File: src/rtl/matrix_output_serializer.sv
// Output stage of the 3x3 multiplier datapath: snapshots the nine products and
// streams them LS-byte-first onto an 8-bit valid/ready bus, then raises done.
module matrix_output_serializer #(
  parameter int N_ELEM         = 9,
  parameter int ELEM_W         = 18,
  parameter int BYTES_PER_ELEM = 3
) (
  input  logic                     clk,
  input  logic                     rst,
  input  logic                     start,
  input  logic [N_ELEM*ELEM_W-1:0] c_flat,
  input  logic                     out_ready,
  output logic [7:0]               out_data,
  output logic                     out_valid,
  output logic                     done
);

  localparam int ELEM_IW = (N_ELEM > 1) ? $clog2(N_ELEM) : 1;
  localparam int BYTE_IW = (BYTES_PER_ELEM > 1) ? $clog2(BYTES_PER_ELEM) : 1;
  localparam int PAD_W   = 8 * BYTES_PER_ELEM;

  typedef enum logic [1:0] {
    ST_IDLE,
    ST_SEND,
    ST_DONE
  } state_t;

  state_t                     state_q, state_d;
  logic [N_ELEM*ELEM_W-1:0]   shadow_q, shadow_d;
  logic [ELEM_IW-1:0]         elem_idx_q, elem_idx_d;
  logic [BYTE_IW-1:0]         byte_idx_q, byte_idx_d;
  logic [7:0]                 out_data_q, out_data_d;
  logic                       out_valid_q, out_valid_d;
  logic                       done_q, done_d;
  logic                       last_byte;

  // Bits of the padded element above ELEM_W read back as zero.
  function automatic logic [7:0] pick_byte(input logic [N_ELEM*ELEM_W-1:0] src,
                                           input logic [ELEM_IW-1:0]       e,
                                           input logic [BYTE_IW-1:0]       b);
    logic [PAD_W-1:0] pad;
    pad                = '0;
    pad[ELEM_W-1:0]    = src[e*ELEM_W +: ELEM_W];
    return pad[b*8 +: 8];
  endfunction

  assign last_byte = (elem_idx_q == ELEM_IW'(N_ELEM - 1)) &&
                     (byte_idx_q == BYTE_IW'(BYTES_PER_ELEM - 1));

  always_comb begin
    state_d     = state_q;
    shadow_d    = shadow_q;
    elem_idx_d  = elem_idx_q;
    byte_idx_d  = byte_idx_q;
    out_data_d  = out_data_q;
    out_valid_d = out_valid_q;
    done_d      = done_q;

    case (state_q)
      ST_IDLE: begin
        out_valid_d = 1'b0;
        out_data_d  = 8'h00;
        done_d      = 1'b0;
        if (start) begin
          state_d     = ST_SEND;
          shadow_d    = c_flat;
          elem_idx_d  = '0;
          byte_idx_d  = '0;
          out_valid_d = 1'b1;
          out_data_d  = pick_byte(c_flat, '0, '0);
        end
      end

      ST_SEND: begin
        // out_valid is always high here, so out_ready alone marks a transfer.
        if (out_ready) begin
          if (last_byte) begin
            state_d     = ST_DONE;
            elem_idx_d  = '0;
            byte_idx_d  = '0;
            out_valid_d = 1'b0;
            out_data_d  = 8'h00;
            done_d      = 1'b1;
          end else begin
            if (byte_idx_q == BYTE_IW'(BYTES_PER_ELEM - 1)) begin
              byte_idx_d = '0;
              elem_idx_d = elem_idx_q + 1'b1;
            end else begin
              byte_idx_d = byte_idx_q + 1'b1;
            end
            out_data_d = pick_byte(shadow_q, elem_idx_d, byte_idx_d);
          end
        end
      end

      ST_DONE: begin
        out_valid_d = 1'b0;
        out_data_d  = 8'h00;
        done_d      = 1'b1;
        if (!start) begin
          state_d = ST_IDLE;
          done_d  = 1'b0;
        end
      end

      default: begin
        state_d     = ST_IDLE;
        out_valid_d = 1'b0;
        out_data_d  = 8'h00;
        done_d      = 1'b0;
      end
    endcase
  end

  always_ff @(posedge clk) begin
    if (rst) begin
      state_q     <= ST_IDLE;
      shadow_q    <= '0;
      elem_idx_q  <= '0;
      byte_idx_q  <= '0;
      out_data_q  <= 8'h00;
      out_valid_q <= 1'b0;
      done_q      <= 1'b0;
    end else begin
      state_q     <= state_d;
      shadow_q    <= shadow_d;
      elem_idx_q  <= elem_idx_d;
      byte_idx_q  <= byte_idx_d;
      out_data_q  <= out_data_d;
      out_valid_q <= out_valid_d;
      done_q      <= done_d;
    end
  end

  assign out_data  = out_data_q;
  assign out_valid = out_valid_q;
  assign done      = done_q;

endmodule

File: config.mk
export PLATFORM = sky130hd
export DESIGN_NAME = matrix_output_serializer
export DESIGN_NICKNAME = d
export VERILOG_FILES = /design/src/rtl/matrix_output_serializer.sv
export SDC_FILE = /design/constraint.sdc
export NUM_CORES = 1
export LEC_CHECK = 0
export ABC_AREA = 1
export CAP_MARGIN = 20
export CORE_MARGIN = 8
export CORE_UTILIZATION = 51
export CTS_CLUSTER_SIZE = 40
export DETAILED_ROUTE_END_ITERATION = 10
export PLACE_DENSITY_LB_ADDON = 0.25
export SLEW_MARGIN = 30
export SYNTH_ARGS = -nofsm -noshare
export SYNTH_HDL_FRONTEND = slang
export SYNTH_SLANG_ARGS = --single-unit
File: constraint.sdc
create_clock -name clk -period 2.35 [get_ports clk]
set_input_delay 0.47 -clock clk [delete_from_list [all_inputs] [get_ports clk]]
set_output_delay 0.47 -clock clk [all_outputs]
set_load 0.02 [all_outputs]
; ---- After elaboration in Yosys (flattened, before gate mapping)
; Index checks and enable logic that the tools add are counted.
; Widths: inputs -> output; s select.
[classes]
add_sub_neg = 2
multipliers = 1
eq_ne = 8
n_shift = 2
n_mux = 32
n_reduce_logical = 7
[op_table]
columns = operator, n
row1 = $shiftx 162x10->18, 1
row2 = $mux 4, 7
row3 = $mux 8, 3
row4 = $shiftx 24x6->8, 1
row5 = $mux 2, 11
row6 = $pmux 8 s2, 1
row7 = $mul 4x4->8 const B, 1
row8 = $ne 2x2->1 const B, 4
row9 = $pmux 4 s2, 1
row10 = $pmux 2 s3, 1
row11 = $mux 1, 5
row12 = $add 4x1->4 const B, 1
row13 = $eq 2x2->1 const B, 2
row14 = $eq 4x4->1 const B, 1
row15 = $pmux 1 s2, 2
row16 = $pmux 2 s2, 1
row17 = $reduce_and 2->1, 2
row18 = $reduce_and 4->1, 1
row19 = $reduce_and 3->1, 1
row20 = $add 2x1->2 const B, 1
row21 = $eq 2x1->1 const B, 1
row22 = $logic_not 2->1, 1
row23 = $reduce_bool 2->1, 1
row24 = $logic_and 1x1->1, 1
[word_totals]
ff_bits = 180
in_bits = 166
elab_cells = 59

; ---- Depth between registers and ports, before layout
; Gate-level depths: netlist (run 1).
[depth]
ltp_word = 11
mapped_depth = 18
mapped_depth_nobuf = 17

; ---- Least setup slack after synthesis (run 1)
; No wires, ideal clock.
[synth_timing]
path_kind = flip-flop to flip-flop
start = reg elem_idx_q[0]
end = reg out_data_q[5] (netlist: out_data[5])
setup_ns = 0.132
arrival_time_ns = 1.875
path_slack_ns = 0.343
path_stages_with_launch = 15
path_cell_list = dfxtp_1 inv_1 ha_1 o21ai_2 buf_2 buf_4 nand3_1 o21ai_0 nand2_1 nand3_1 nand2_1 nand2_1 nand2_1 nand2_1 a21oi_2
[synth_between]
elab_chain_cells = 11
elab_cells_between_ends = 13
classes_between = add/sub (1) / mul (1) / eq/ne (1) / shift (2) / mux (7) / reduce/logical (1)
[synth_lines]
columns = item, line_no
row1 = start: declaration, 30  ; logic [ELEM_IW-1:0] elem_idx_q, elem_idx_d;
row2 = start signal: assignment, 127  ; elem_idx_q <= elem_idx_d;
row3 = $add 4x1->4, 87  ; elem_idx_d = elem_idx_q + 1'b1;
row4 = $mux 4, 85  ; if (byte_idx_q == BYTE_IW'(BYTES_PER_ELEM - 1)) begin
row5 = $mux 4, 77  ; if (last_byte) begin
row6 = $mux 4, 76  ; if (out_ready) begin
row7 = $mux 4, 59  ; case (state_q)
row8 = $mul 4x4->8, 43  ; pad[ELEM_W-1:0] = src[e*ELEM_W +: ELEM_W];
row9 = $shiftx 162x10->18, 43
row10 = $shiftx 24x6->8, 44  ; return pad[b*8 +: 8];
row11 = $mux 8 (*), 77
row12 = $mux 8 (*), 76
row13 = $pmux 8 s2 (*), 59
row14 = end signal: assignment, 129  ; out_data_q <= out_data_d;
row15 = end: declaration, 32  ; logic [7:0] out_data_q, out_data_d;
; Every way passes the cells marked *; elsewhere a longest branch is shown, timed or not. The select of a mux whose other input is x is not followed.
; A chain may end at the register's enable or synchronous reset.

; ---- Final worst setup path (run 1)
[layout_timing]
start = reg byte_idx_q[0]
end = reg out_data_q[2] (netlist: out_data[2])
[layout_between]
elab_chain_cells = 11
elab_cells_between_ends = 17
classes_between = add/sub (1) / mul (1) / eq/ne (1) / shift (2) / mux (11) / reduce/logical (1)
[layout_lines]
columns = item, line_no
row1 = start: declaration, 31  ; logic [BYTE_IW-1:0] byte_idx_q, byte_idx_d;
row2 = start signal: assignment, 128  ; byte_idx_q <= byte_idx_d;
row3 = $eq 2x2->1, "48, 85"
row4 = $mux 4, 85
row5 = $mux 4, 77
row6 = $mux 4, 76
row7 = $mux 4, 59
row8 = $mul 4x4->8, 43
row9 = $shiftx 162x10->18, 43
row10 = $shiftx 24x6->8, 44
row11 = $mux 8 (*), 77
row12 = $mux 8 (*), 76
row13 = $pmux 8 s2 (*), 59
; Marked as above.

==> results of run 1 <==
## layout make-up
| class | count | area, sq um | area share, % |
|---|---|---|---|
| inverters | 61 | 231 | 2.14 |
| repair buffers | 210 | 2160 | 20.1 |
| well taps | 216 | 270 | 2.50 |
| multi-input cells | 855 | 3930 | 36.4 |
| clock buffers | 18 | 429 | 3.98 |
| flip-flops and latches | 180 | 3600 | 33.4 |
| clock inverters | 14 | 169 | 1.56 |
## power groups by stage
stage | registers [mW] | logic, mW | clock network [mW]
after floorplan | 4.30 | 3.56 | 0
after global placement | 4.44 | 5.22 | 0
after detailed placement | 4.46 | 5.30 | 0
after CTS | 4.40 | 5.34 | 2.93
after global routing | 4.49 | 6.05 | 3.04
final | 4.42 | 5.40 | 2.91
## synthesized netlist by cell type, drive strengths merged
cell / number
xor2: 1
o211ai: 14
clkinv: 3
nand2: 191
o21ai: 204
a2111oi: 1
inv: 58
buf: 21
nor2: 272
nand3: 75
ha: 5
a21oi: 88
a211oi: 2
dfxtp: 180
nor3: 1
clkbuf: 61
nand4: 1
## through the flow
stage / instances / cell area [sq um]
4_1_cts: 1553 / 10800
3_3_place_gp: 1521 / 10200
5_1_grt: 1554 / 10800
3_5_place_dp: 1521 / 10200
2_1_floorplan: 1178 / 8100
6_report: 1554 / 10800
## path summary, 6_finish.rpt
| check | startpoint | end | slack (ns) | cells after the start |
|---|---|---|---|---|
| worst max register to register | byte_idx_q[0]$_SDFFE_PP0P_ | out_data[2]$_SDFFE_PP0P_ | 0.20 | 13 |
| worst max-delay path | byte_idx_q[0]$_SDFFE_PP0P_ | out_data[2]$_SDFFE_PP0P_ | 0.20 | 13 |
| worst min register to register | shadow_q[54]$_SDFFE_PP0P_ | shadow_q[54]$_SDFFE_PP0P_ | 0.46 | 2 |
| worst min-delay path | shadow_q[54]$_SDFFE_PP0P_ | shadow_q[54]$_SDFFE_PP0P_ | 0.46 | 2 |
## critical path, delay by kind of cell (launching register included)
kind            cells  cell delay, ns
compound gates      3            0.70
buf+inv             2            0.36
flops               1            0.34
simple gates        8            0.62
## repair_timing
action,CTS,global route
setup endpoints to repair,0,6
buffers inserted,0,1
hold endpoints to repair,0,0
resized for setup,0,6
## cells by family (layout without fill, tap and decap cells)
kind of cell,Yosys count,in the layout,synth area share (%)
adder cells (fa/ha/maj),5,5,0.772
AND/OR/NAND/NOR,540,540,27.2
flip-flops,180,180,44.5
buffers and inverters,143,303,7.40
AO/OA/AOI/OAI,309,309,19.8
XOR/XNOR,1,1,0.340
## flip-flops by register name (all words and copies together), names as in the netlist
register and count:
byte_idx_q 2, done 1, elem_idx_q 4, out_data 8, out_valid 1, shadow_q 162
state_q 2
## per-layer routing
metal	GRT usage (%)	share of wire, %
met5	0	0
met3	5.90	7.1
met1	34.0	44
met2	40.4	45
met4	12.7	4.0
==> out/results.md, run 1 <==
| Item | Reported | Unit |
|---|---|---|
| Outcome | finished, final reports clean | - |
| Most frequent cells in the layout | nor2_1, o21ai_0, nand2_1 | - |
| Worst slack at placement | 0.0561 | ns |
| Combinational cell fraction of total power | 42.4 | % |
| Reported max-cap violation count | 0 | - |
| Crit path arrival time | 2.47 | ns |
| Clock sink count | 180 | - |
| Most area-consuming cells after synthesis | dfxtp_1, nor2_1, o21ai_0, nand2_1, a21oi_1 | - |
| Post-layout utilization of the core | 68.7 | % |
| Maximum number of pins on one net before global-route repair | 82 | - |
| Syn Inst Count | 1178 | - |
| Overflow left after global routing | 0 | - |
| Antenna fix cells | 0 | - |
| Clock Pin Slew Worst Setup and Hold Paths | 0.07 | ns |
| Share of final-layout standard cells stronger than drive strength 1 | 6.80 | % |
| Total die area | 20200 | sq um |
| Share of the yosys chip area belonging to registers | 44.5 | % |
| Clock period minus worst slack | 2.15 | ns |
| Cell Pwr Density | 1180 | nW/um^2 |
| Dominant cell type by count on the critical path | nand2_1 | - |
| Clock buffer depth | 2 | - |
| Detailed placer's ending HPWL | 19.5 | mm |
| Most common cell after layout, fill and taps aside | nor2_1 | - |
| Critical Path RT | 2.67 | ns |
| Tightest Pin Transition | 0.558 | ns |
| Share of Yosys cell area claimed by the top area cell type | 44.5 | % |
| Worst-case clock skew | 0.00675 | ns |
| Type of the worst min-delay path | reg2reg | - |
| DRC | 0 | - |
| Total power of the final layout | 12.7 | mW |
| Final number of setup-violating endpoints | 0 | - |
| Count of routing violations after the opening detailed-route iteration | 905 | - |
| Yosys warning total | 0 | - |
| Routed via count | 8324 | - |
| Row cnt | 46 | - |
| Endpoint type of the worst setup path | flip-flop | - |
| Maximum level of the CTS H-tree | 4 | - |
| Post-cts hold buffer count | 0 | - |
| Kind of critical path | reg2reg | - |
| TritonCTS clock tree | done | - |
| Count of pins on the block boundary | 176 | - |
| Worst Setup Slack, final | 0.198 | ns |
| Mapped Avg Cell Area | 6.88 | sq um |
| Net load switching power | 5.24 | mW |
| Number of buffers inserted during clock tree synthesis | 17 | - |
| Routed wire length per instance | 17.0 | um |
| Cell type contributing the most total cell area after synthesis | dfxtp_1 | - |
| Crit path max-delay cell type | o21ai_0 | - |
| Crit-path max cell delay | 0.48 | ns |
| Final cycle utilization of the critical path | 91.6 | % |
| Layout fillers | 1364 | - |
| Worst-path cell chain | inv_2, nand2_4, nand2_4, nand2_8, buf_4, o21ai_0, o211ai_1, nand3_1, nand2_1, nand2_1, nand2_1, nand2_1, a21oi_1 | - |
| Global-route wire length before repair | 41.4 | mm |
| Max Clock Freq | 465 | MHz |
| Area growth from synthesis to layout | 33.3 | % |
| Chip height | 142 | um |
| Worst IR Drop VDD | 0.678 | mV |
| Critical Path Source Type | flip-flop | - |
| Horiz. Die Dim | 142 | um |
| Number of vias per cell after detailed routing | 5.36 | - |
| Clock insertion delay at the later pin of the skew report | 0.44 | ns |
| Static leakage power | 4.32 | nW |
| Share of power burned in the clock network | 22.9 | % |
| IO Port Bufs | 175 | - |
| Initial core utilization | 51.6 | % |
| Initial antenna violation count | 0 | - |
| Post-Route Hold Slack | 0.458 | ns |
| Switching share of total power | 41.2 | % |
| Number of global-route vias before repair | 7832 | - |
| Internal | 7.49 | mW |
| Number of synthesized register bits | 180 | - |
| Maximum fanout along the worst path | 22 | - |
| Wire length reported by the detailed router | 26.4 | mm |
| Number of slew-limit violations in the final report | 0 | - |
| Nets@finish | 1496 | - |
| Setup TNS | 0 | ns |
| Clock tree root buffer cell | clkbuf_16 | - |
| Number of unique standard cell types used by synthesis | 30 | - |
| Netlist area before placement | 8100 | sq um |
| Relative slew slack | 62.4 | % |
| Final weighted congestion in routability-driven placement | 0.968 | - |
| Std-Cell Core Area | 15700 | sq um |
| Antenna-violating nets left | 0 | - |
| Flop pwr share | 34.7 | % |
| Net count after synthesis | 1349 | - |
| Final hold viol count | 0 | - |
| Global Route Usage Sum | 26.2 | % |
| Number of iterations in the first detailed-routing pass | 5 | - |
(Power assumes the default switching activity.)
==> run 2, diff against run 1 <==
Settings changed: PLACE_DENSITY_LB_ADDON 0.25 to 0.05.
==> out/results.md, run 2 (synthesis results as in run 1) <==
| Item | Reported | Unit | Change |
|---|---|---|---|
| Clock sink count | 180 | - | unchanged |
| Crit path arrival time | 2.55 | ns | +0.08 ns |
| Initial core utilization | 51.6 | % | unchanged |
| TritonCTS clock tree | done | - |  |
| Number of slew-limit violations in the final report | 0 | - | unchanged |
| Type of the worst min-delay path | reg2reg | - |  |
| Worst IR Drop VDD | 0.805 | mV | +19% |
| DRC | 0 | - | unchanged |
| Clock period minus worst slack | 2.19 | ns | +0.0343 ns |
| Relative slew slack | 60.8 | % | -1.6 points |
| Switching share of total power | 41.3 | % | +0.14 points |
| Crit path buf inv count | 2 | - | unchanged |
| Initial antenna violation count | 1 | - | +1 |
| Net load switching power | 5.30 | mW | +1.2% |
| Count of routing violations after the opening detailed-route iteration | 748 | - | -17% |
| Cell Pwr Density | 1180 | nW/um^2 | about the same |
| Dominant cell type by count on the critical path | nand2_1 | - |  |
| Clock Pin Slew Worst Setup and Hold Paths | 0.07 | ns | about the same |
| Crit path max-delay cell type | ha_1 | - |  |
| Critical Path Source Type | flip-flop | - |  |
| Startpoint of the most critical register-to-register path | elem_idx_q[0]$_SDFFE_PP0P_ | - |  |
| Share of final-layout standard cells stronger than drive strength 1 | 7.64 | % | +0.83 points |
| Post-layout utilization of the core | 69.2 | % | +0.49 points |
| Cell family contributing the most delay on the critical path | simple AND/OR/NAND/NOR gates | - |  |
| Max Clock Freq | 457 | MHz | -1.6% |
| Area growth from synthesis to layout | 34.2 | % |  |
| Post-cts hold buffer count | 0 | - | unchanged |
| Wire length reported by the detailed router | 26.3 | mm | -0.21% |
| Combinational cell fraction of total power | 43.2 | % | +0.8 points |
| Routed via count | 8217 | - | -1.3% |
| Final number of setup-violating endpoints | 0 | - | unchanged |
| Maximum number of pins on one net before global-route repair | 107 | - | +30% |
| Internal | 7.54 | mW | +0.57% |
| Nets@finish | 1507 | - | +0.74% |
| Largest register by flop count | shadow_q | - |  |
| Clock tree root buffer cell | clkbuf_16 | - |  |
| Detailed placer's ending HPWL | 19.2 | mm | -1.2% |
| Layout fillers | 1381 | - | +1.2% |
| Worst-case clock skew | 0.0103 | ns | +0.00358 ns |
| Multi-input gate area in the final layout | 3920 | sq um | -0.19% |
| Beginning of the critical path | elem_idx_q[0]$_SDFFE_PP0P_ | - |  |
| Global Route Usage Sum | 25.7 | % | -0.46 points |
| IO Port Bufs | 175 | - | unchanged |
| Chip height | 142 | um | unchanged |
| Number of global-route vias before repair | 7659 | - | -2.2% |
| Routed wire length per instance | 16.8 | um | -0.97% |
| Number of iterations in the first detailed-routing pass | 5 | - | unchanged |
| Most frequent cells in the layout | nor2_1, o21ai_0, nand2_1 | - |  |
| Flop pwr share | 34.5 | % | -0.2 points |
| Antenna-violating nets left | 0 | - | unchanged |
| Endpoint type of the worst setup path | flip-flop | - |  |
| Most common cell after layout, fill and taps aside | nor2_1 | - |  |
| Critical Path RT | 2.72 | ns | +0.05 ns |
| Share of power burned in the clock network | 22.3 | % | -0.6 points |
| Number of flip-flops in the largest register | 162 | - | unchanged |
| Final cycle utilization of the critical path | 93.0 | % | +1.5 points |
| Clock insertion delay at the later pin of the skew report | 0.44 | ns | about the same |
| Maximum level of the CTS H-tree | 4 | - | unchanged |
| Total power of the final layout | 12.8 | mW | +0.81% |
| Maximum fanout along the worst path | 9 | - | -59% |
| Tightest Pin Transition | 0.587 | ns | +0.0291 ns |
| Setup TNS | 0 | ns | unchanged |
| Crit-path max cell delay | 0.34 | ns | -0.14 ns |
| Kind of critical path | reg2reg | - |  |
| Sequential standard cell area | 3610 | sq um | about the same |
| Count of pins on the block boundary | 176 | - | unchanged |
| Horiz. Die Dim | 142 | um | unchanged |
| Final hold viol count | 0 | - | unchanged |
| Setup repair after global routing missed its margin | false | - |  |
| Number of buffers inserted during clock tree synthesis | 17 | - | unchanged |
| Worst-path cell chain | inv_1, ha_1, o21ai_4, nand2_2, nor2_4, buf_4, nand2_1, a21oi_1, nand3_1, nand2_1, nand2_1, nand2_1, nand2_1, a21oi_2 | - |  |
| Number of vias per cell after detailed routing | 5.25 | - | -2.0% |
| Overflow left after global routing | 0 | - | unchanged |
| Row cnt | 46 | - | unchanged |
| Final weighted congestion in routability-driven placement | 0.899 | - | -7.1% |
| Static leakage power | 4.37 | nW | +1.0% |
| Total die area | 20200 | sq um | unchanged |
| Outcome | finished, final reports clean | - |  |
| Global-route wire length before repair | 40.7 | mm | -1.6% |
| Std-Cell Core Area | 15700 | sq um | unchanged |
| Reported max-cap violation count | 0 | - | unchanged |
| Clock buffer depth | 2 | - | unchanged |
| Hold Startpoint | shadow_q[67]$_SDFFE_PP0P_ | - |  |
==> run 2: cell count changes in the layout (fill, tap and decap cells not counted), moves of 2 or more <==
cell and change:
buf_4 +10, o21ai_1 -2, nor2_2 +2, clkinv_8 +3
o21ai_0 +2
==> run 2: final cells by class <==
| cell class | count | area share, % |
|---|---|---|
| Tap cell | 216 | 2.49 |
| Timing Repair Buffer | 220 | 20.6 |
| Antenna cell | 1 | 0.0230 |
| Clock inverter | 14 | 1.57 |
| Multi-Input combinational cell | 856 | 36.0 |
| Clock buffer | 18 | 3.95 |
| Sequential cell | 180 | 33.2 |
| Inverter | 61 | 2.13 |
==> run 2: power by group through the flow <==
stage               clock [mW]  combinational (mW)  sequential (mW)
global placement             0                5.32             4.46
global route              3.02                6.19             4.51
floorplan                    0                3.56             4.30
finish                    2.87                5.55             4.43
CTS                       2.89                5.43             4.41
detailed placement           0                5.39             4.47
==> run 2: tightest hold or removal path, delay by kind of cell, from the launching register on <==
family	cells	cell delay (ns)
compound gates	1	0.05
flops	1	0.30
buf+inv	1	0.05
==> run 2: worst paths after layout <==
check                              end  slack (ns)  cells after the start
max           out_data[5]$_SDFFE_PP0P_        0.16                     14
min          shadow_q[67]$_SDFFE_PP0P_        0.45                      2
max reg2reg   out_data[5]$_SDFFE_PP0P_        0.16                     14
min reg2reg  shadow_q[67]$_SDFFE_PP0P_        0.45                      2
==> run 2: layer usage <==
| metal | wire [um] | up-vias | part of all wire (%) | GRT usage, % |
|---|---|---|---|---|
| li1 | - | 4159 | - | - |
| met1 | 11700 | 3735 | 44 | 32.8 |
| met2 | 11900 | 279 | 45 | 40.3 |
| met3 | 1930 | 44 | 7.3 | 6.91 |
| met4 | 826 | 0 | 3.1 | 10.6 |
| met5 | 0 | - | 0 | 0 |
==> run 2: repair_timing <==
| item | in CTS | in global routing |
|---|---|---|
| setup buffers | 0 | 8 |
| setup endpoints to repair | 0 | 7 |
| resized for setup | 0 | 3 |
==> run 2: metrics by stage <==
step	instance area, sq um	std cells	worst slack [ns]	hold slack (ns)
after floorplan	8100	1178	0.343	0.425
after global placement	10200	1523	0.0376	0.437
after detailed placement	10200	1523	0.0937	0.443
after CTS	10800	1555	0.0606	0.452
after global routing	10900	1566	0.00567	0.479
final	10900	1566	0.164	0.451
==> run 3, diff against run 2 <==
Settings changed: CTS_CLUSTER_DIAMETER set to 80, CTS_CLUSTER_SIZE 40 to not set, RECOVER_POWER set to 50.
==> out/results.md, run 3 (synthesis results as in run 1) <==
| Item | Reported | Unit | Change |
|---|---|---|---|
| Number of iterations in the first detailed-routing pass | 5 | - | unchanged |
| Routed wire length per instance | 16.8 | um | about the same |
| Antenna-violating nets left | 0 | - | unchanged |
| Switching share of total power | 41.4 | % | +0.072 points |
| Final hold viol count | 0 | - | unchanged |
| Crit path arrival time | 2.56 | ns | about the same |
| Maximum fanout along the worst path | 9 | - | unchanged |
| Worst-path cell chain | inv_1, ha_1, o21ai_4, nand2_2, nor2_4, buf_4, nand2_1, a21oi_1, nand3_1, nand2_1, nand2_1, nand2_1, nand2_1, a21oi_2 | - |  |
| Static leakage power | 4.36 | nW | -0.24% |
| Horiz. Die Dim | 142 | um | unchanged |
| Clock sink count | 180 | - | unchanged |
| Cell Pwr Density | 1180 | nW/um^2 | -0.15% |
| Setup repair after global routing missed its margin | false | - |  |
| Internal | 7.50 | mW | -0.50% |
| Clock tree root buffer cell | clkbuf_16 | - |  |
| Final number of setup-violating endpoints | 0 | - | unchanged |
| Most common cell after layout, fill and taps aside | nor2_1 | - |  |
| Number of placed instances, taps included | 1523 | - | unchanged |
| Overflow left after global routing | 0 | - | unchanged |
| Clock insertion delay at the later pin of the skew report | 0.44 | ns | about the same |
| Share of final-layout standard cells stronger than drive strength 1 | 7.64 | % | unchanged |
| Net load switching power | 5.29 | mW | -0.21% |
| Wire length reported by the detailed router | 26.3 | mm | about the same |
| Tightest Pin Transition | 0.936 | ns | +0.349 ns |
| Total power of the final layout | 12.8 | mW | -0.38% |
| IO Port Bufs | 175 | - | unchanged |
| Maximum number of pins on one net before global-route repair | 107 | - | unchanged |
| Endpoint type of the worst setup path | flip-flop | - |  |
| Count of pins on the block boundary | 176 | - | unchanged |
| DRC | 0 | - | unchanged |
| Cell family contributing the most delay on the critical path | simple AND/OR/NAND/NOR gates | - |  |
| Final weighted congestion in routability-driven placement | 0.899 | - | unchanged |
| Count of routing violations after the opening detailed-route iteration | 749 | - | +0.13% |
| Largest register by flop count | shadow_q | - |  |
| Fin cells | 1566 | - | unchanged |
| Row cnt | 46 | - | unchanged |
| Kind of critical path | reg2reg | - |  |
| Initial core utilization | 51.6 | % | unchanged |
| Cell Area, Placed | 10200 | sq um | unchanged |
| Critical Path RT | 2.72 | ns | about the same |
| Relative slew slack | 37.6 | % | -23 points |
| Area growth from synthesis to layout | 33.9 | % |  |
| Type of the worst min-delay path | reg2reg | - |  |
| Clock Pin Slew Worst Setup and Hold Paths | 0.07 | ns | about the same |
| Routed via count | 8217 | - | unchanged |
| Crit path max-delay cell type | ha_1 | - |  |
| Detailed placer's ending HPWL | 19.2 | mm | unchanged |
| Global-route wire length before repair | 40.7 | mm | unchanged |
| Maximum level of the CTS H-tree | 4 | - | unchanged |
| Total die area | 20200 | sq um | unchanged |
| Dominant cell type by count on the critical path | nand2_1 | - |  |
| Number of buffers inserted during clock tree synthesis | 17 | - | unchanged |
| Number of flip-flops in the largest register | 162 | - | unchanged |
| Outcome | finished, final reports clean | - |  |
| Post-cts hold buffer count | 0 | - | unchanged |
| Most frequent cells in the layout | nor2_1, o21ai_0, nand2_1 | - |  |
| Setup TNS | 0 | ns | unchanged |
| Std-Cell Core Area | 15700 | sq um | unchanged |
| Global Route Usage Sum | 25.7 | % | unchanged |
| Number of slew-limit violations in the final report | 0 | - | unchanged |
| Number of vias per cell after detailed routing | 5.25 | - | unchanged |
| Number of global-route vias before repair | 7659 | - | unchanged |
| Crit path buf inv count | 2 | - | unchanged |
| Max Clock Freq | 456 | MHz | -0.22% |
| Reported max-cap violation count | 0 | - | unchanged |
| Share of power burned in the clock network | 22.4 | % | about the same |
| Critical Path Source Type | flip-flop | - |  |
| Combinational cell fraction of total power | 43.0 | % | -0.2 points |
| Clock buffer depth | 2 | - | unchanged |
| Design area | 10800 | sq um | -0.23% |
| Worst-case clock skew | 0.0105 | ns | +0.000144 ns |
| Crit-path max cell delay | 0.34 | ns | about the same |
| Nets@finish | 1507 | - | unchanged |
| Initial antenna violation count | 1 | - | unchanged |
| Worst IR Drop VDD | 0.804 | mV | -0.19% |
| Flop pwr share | 34.6 | % | about the same |
| Clock period minus worst slack | 2.19 | ns | +0.00474 ns |
| TritonCTS clock tree | done | - |  |
| Chip height | 142 | um | unchanged |
| Final cycle utilization of the critical path | 93.2 | % | +0.20 points |
| Post-layout utilization of the core | 69.0 | % | -0.16 points |
==> run 3: changes by cell type in the layout (fill, tap and decap cells not counted) <==
cell      previous run  this run
buf_12              11         9
clkbuf_4             0         2
==> run 3: path summary, 6_finish.rpt <==
path / start / end / slack (ns) / depth (start not counted)
setup reg to reg: elem_idx_q[0]$_SDFFE_PP0P_ / out_data[5]$_SDFFE_PP0P_ / 0.16 / 14
hold / removal: shadow_q[67]$_SDFFE_PP0P_ / shadow_q[67]$_SDFFE_PP0P_ / 0.45 / 2
hold reg to reg: shadow_q[67]$_SDFFE_PP0P_ / shadow_q[67]$_SDFFE_PP0P_ / 0.45 / 2
setup / recovery: elem_idx_q[0]$_SDFFE_PP0P_ / out_data[5]$_SDFFE_PP0P_ / 0.16 / 14
==> run 3: power by group through the flow <==
| stage | clock network (mW) | logic (mW) | registers, mW |
|---|---|---|---|
| 2_1_floorplan | 0 | 3.56 | 4.30 |
| 3_3_place_gp | 0 | 5.32 | 4.46 |
| 3_5_place_dp | 0 | 5.39 | 4.47 |
| 4_1_cts | 2.89 | 5.43 | 4.41 |
| 5_1_grt | 3.02 | 6.14 | 4.51 |
| 6_report | 2.86 | 5.50 | 4.43 |
==> run 3: timing repair <==
| item | 4_1_cts | 5_1_grt |
|---|---|---|
| setup endpoints to repair | 0 | 7 |
| gates resized for setup | 0 | 3 |
| buffers inserted | 0 | 8 |
==> run 3: metal layers <==
layer | share of wire (%) | track usage [%]
met1 | 45 | 32.8
met2 | 45 | 40.3
met3 | 7.0 | 6.91
met4 | 3.3 | 10.6
met5 | 0 | 0
==> run 3: cell type report <==
type	instances	area, sq um
repair buffers	220	2220
fillers	1385	4860
diodes	1	2.50
clock inverters	14	170
multi-input cells	856	3920
clock buffers	18	429
flip-flops and latches	180	3610
well taps	216	270
inverters	61	231
==> run 3: stage by stage <==
step                hold slack (ns)  worst slack (ns)
detailed placement            0.443            0.0937
finish                        0.450             0.159
CTS                           0.452            0.0606
global route                  0.479           0.00567
floorplan                     0.425             0.343
global placement              0.437            0.0376
==> run 3: worst min-delay path, delay by kind of cell (launching register included) <==
| kind | cells | cell delay [ns] |
|---|---|---|
| compound gates | 1 | 0.05 |
| buf+inv | 1 | 0.05 |
| flops | 1 | 0.30 |
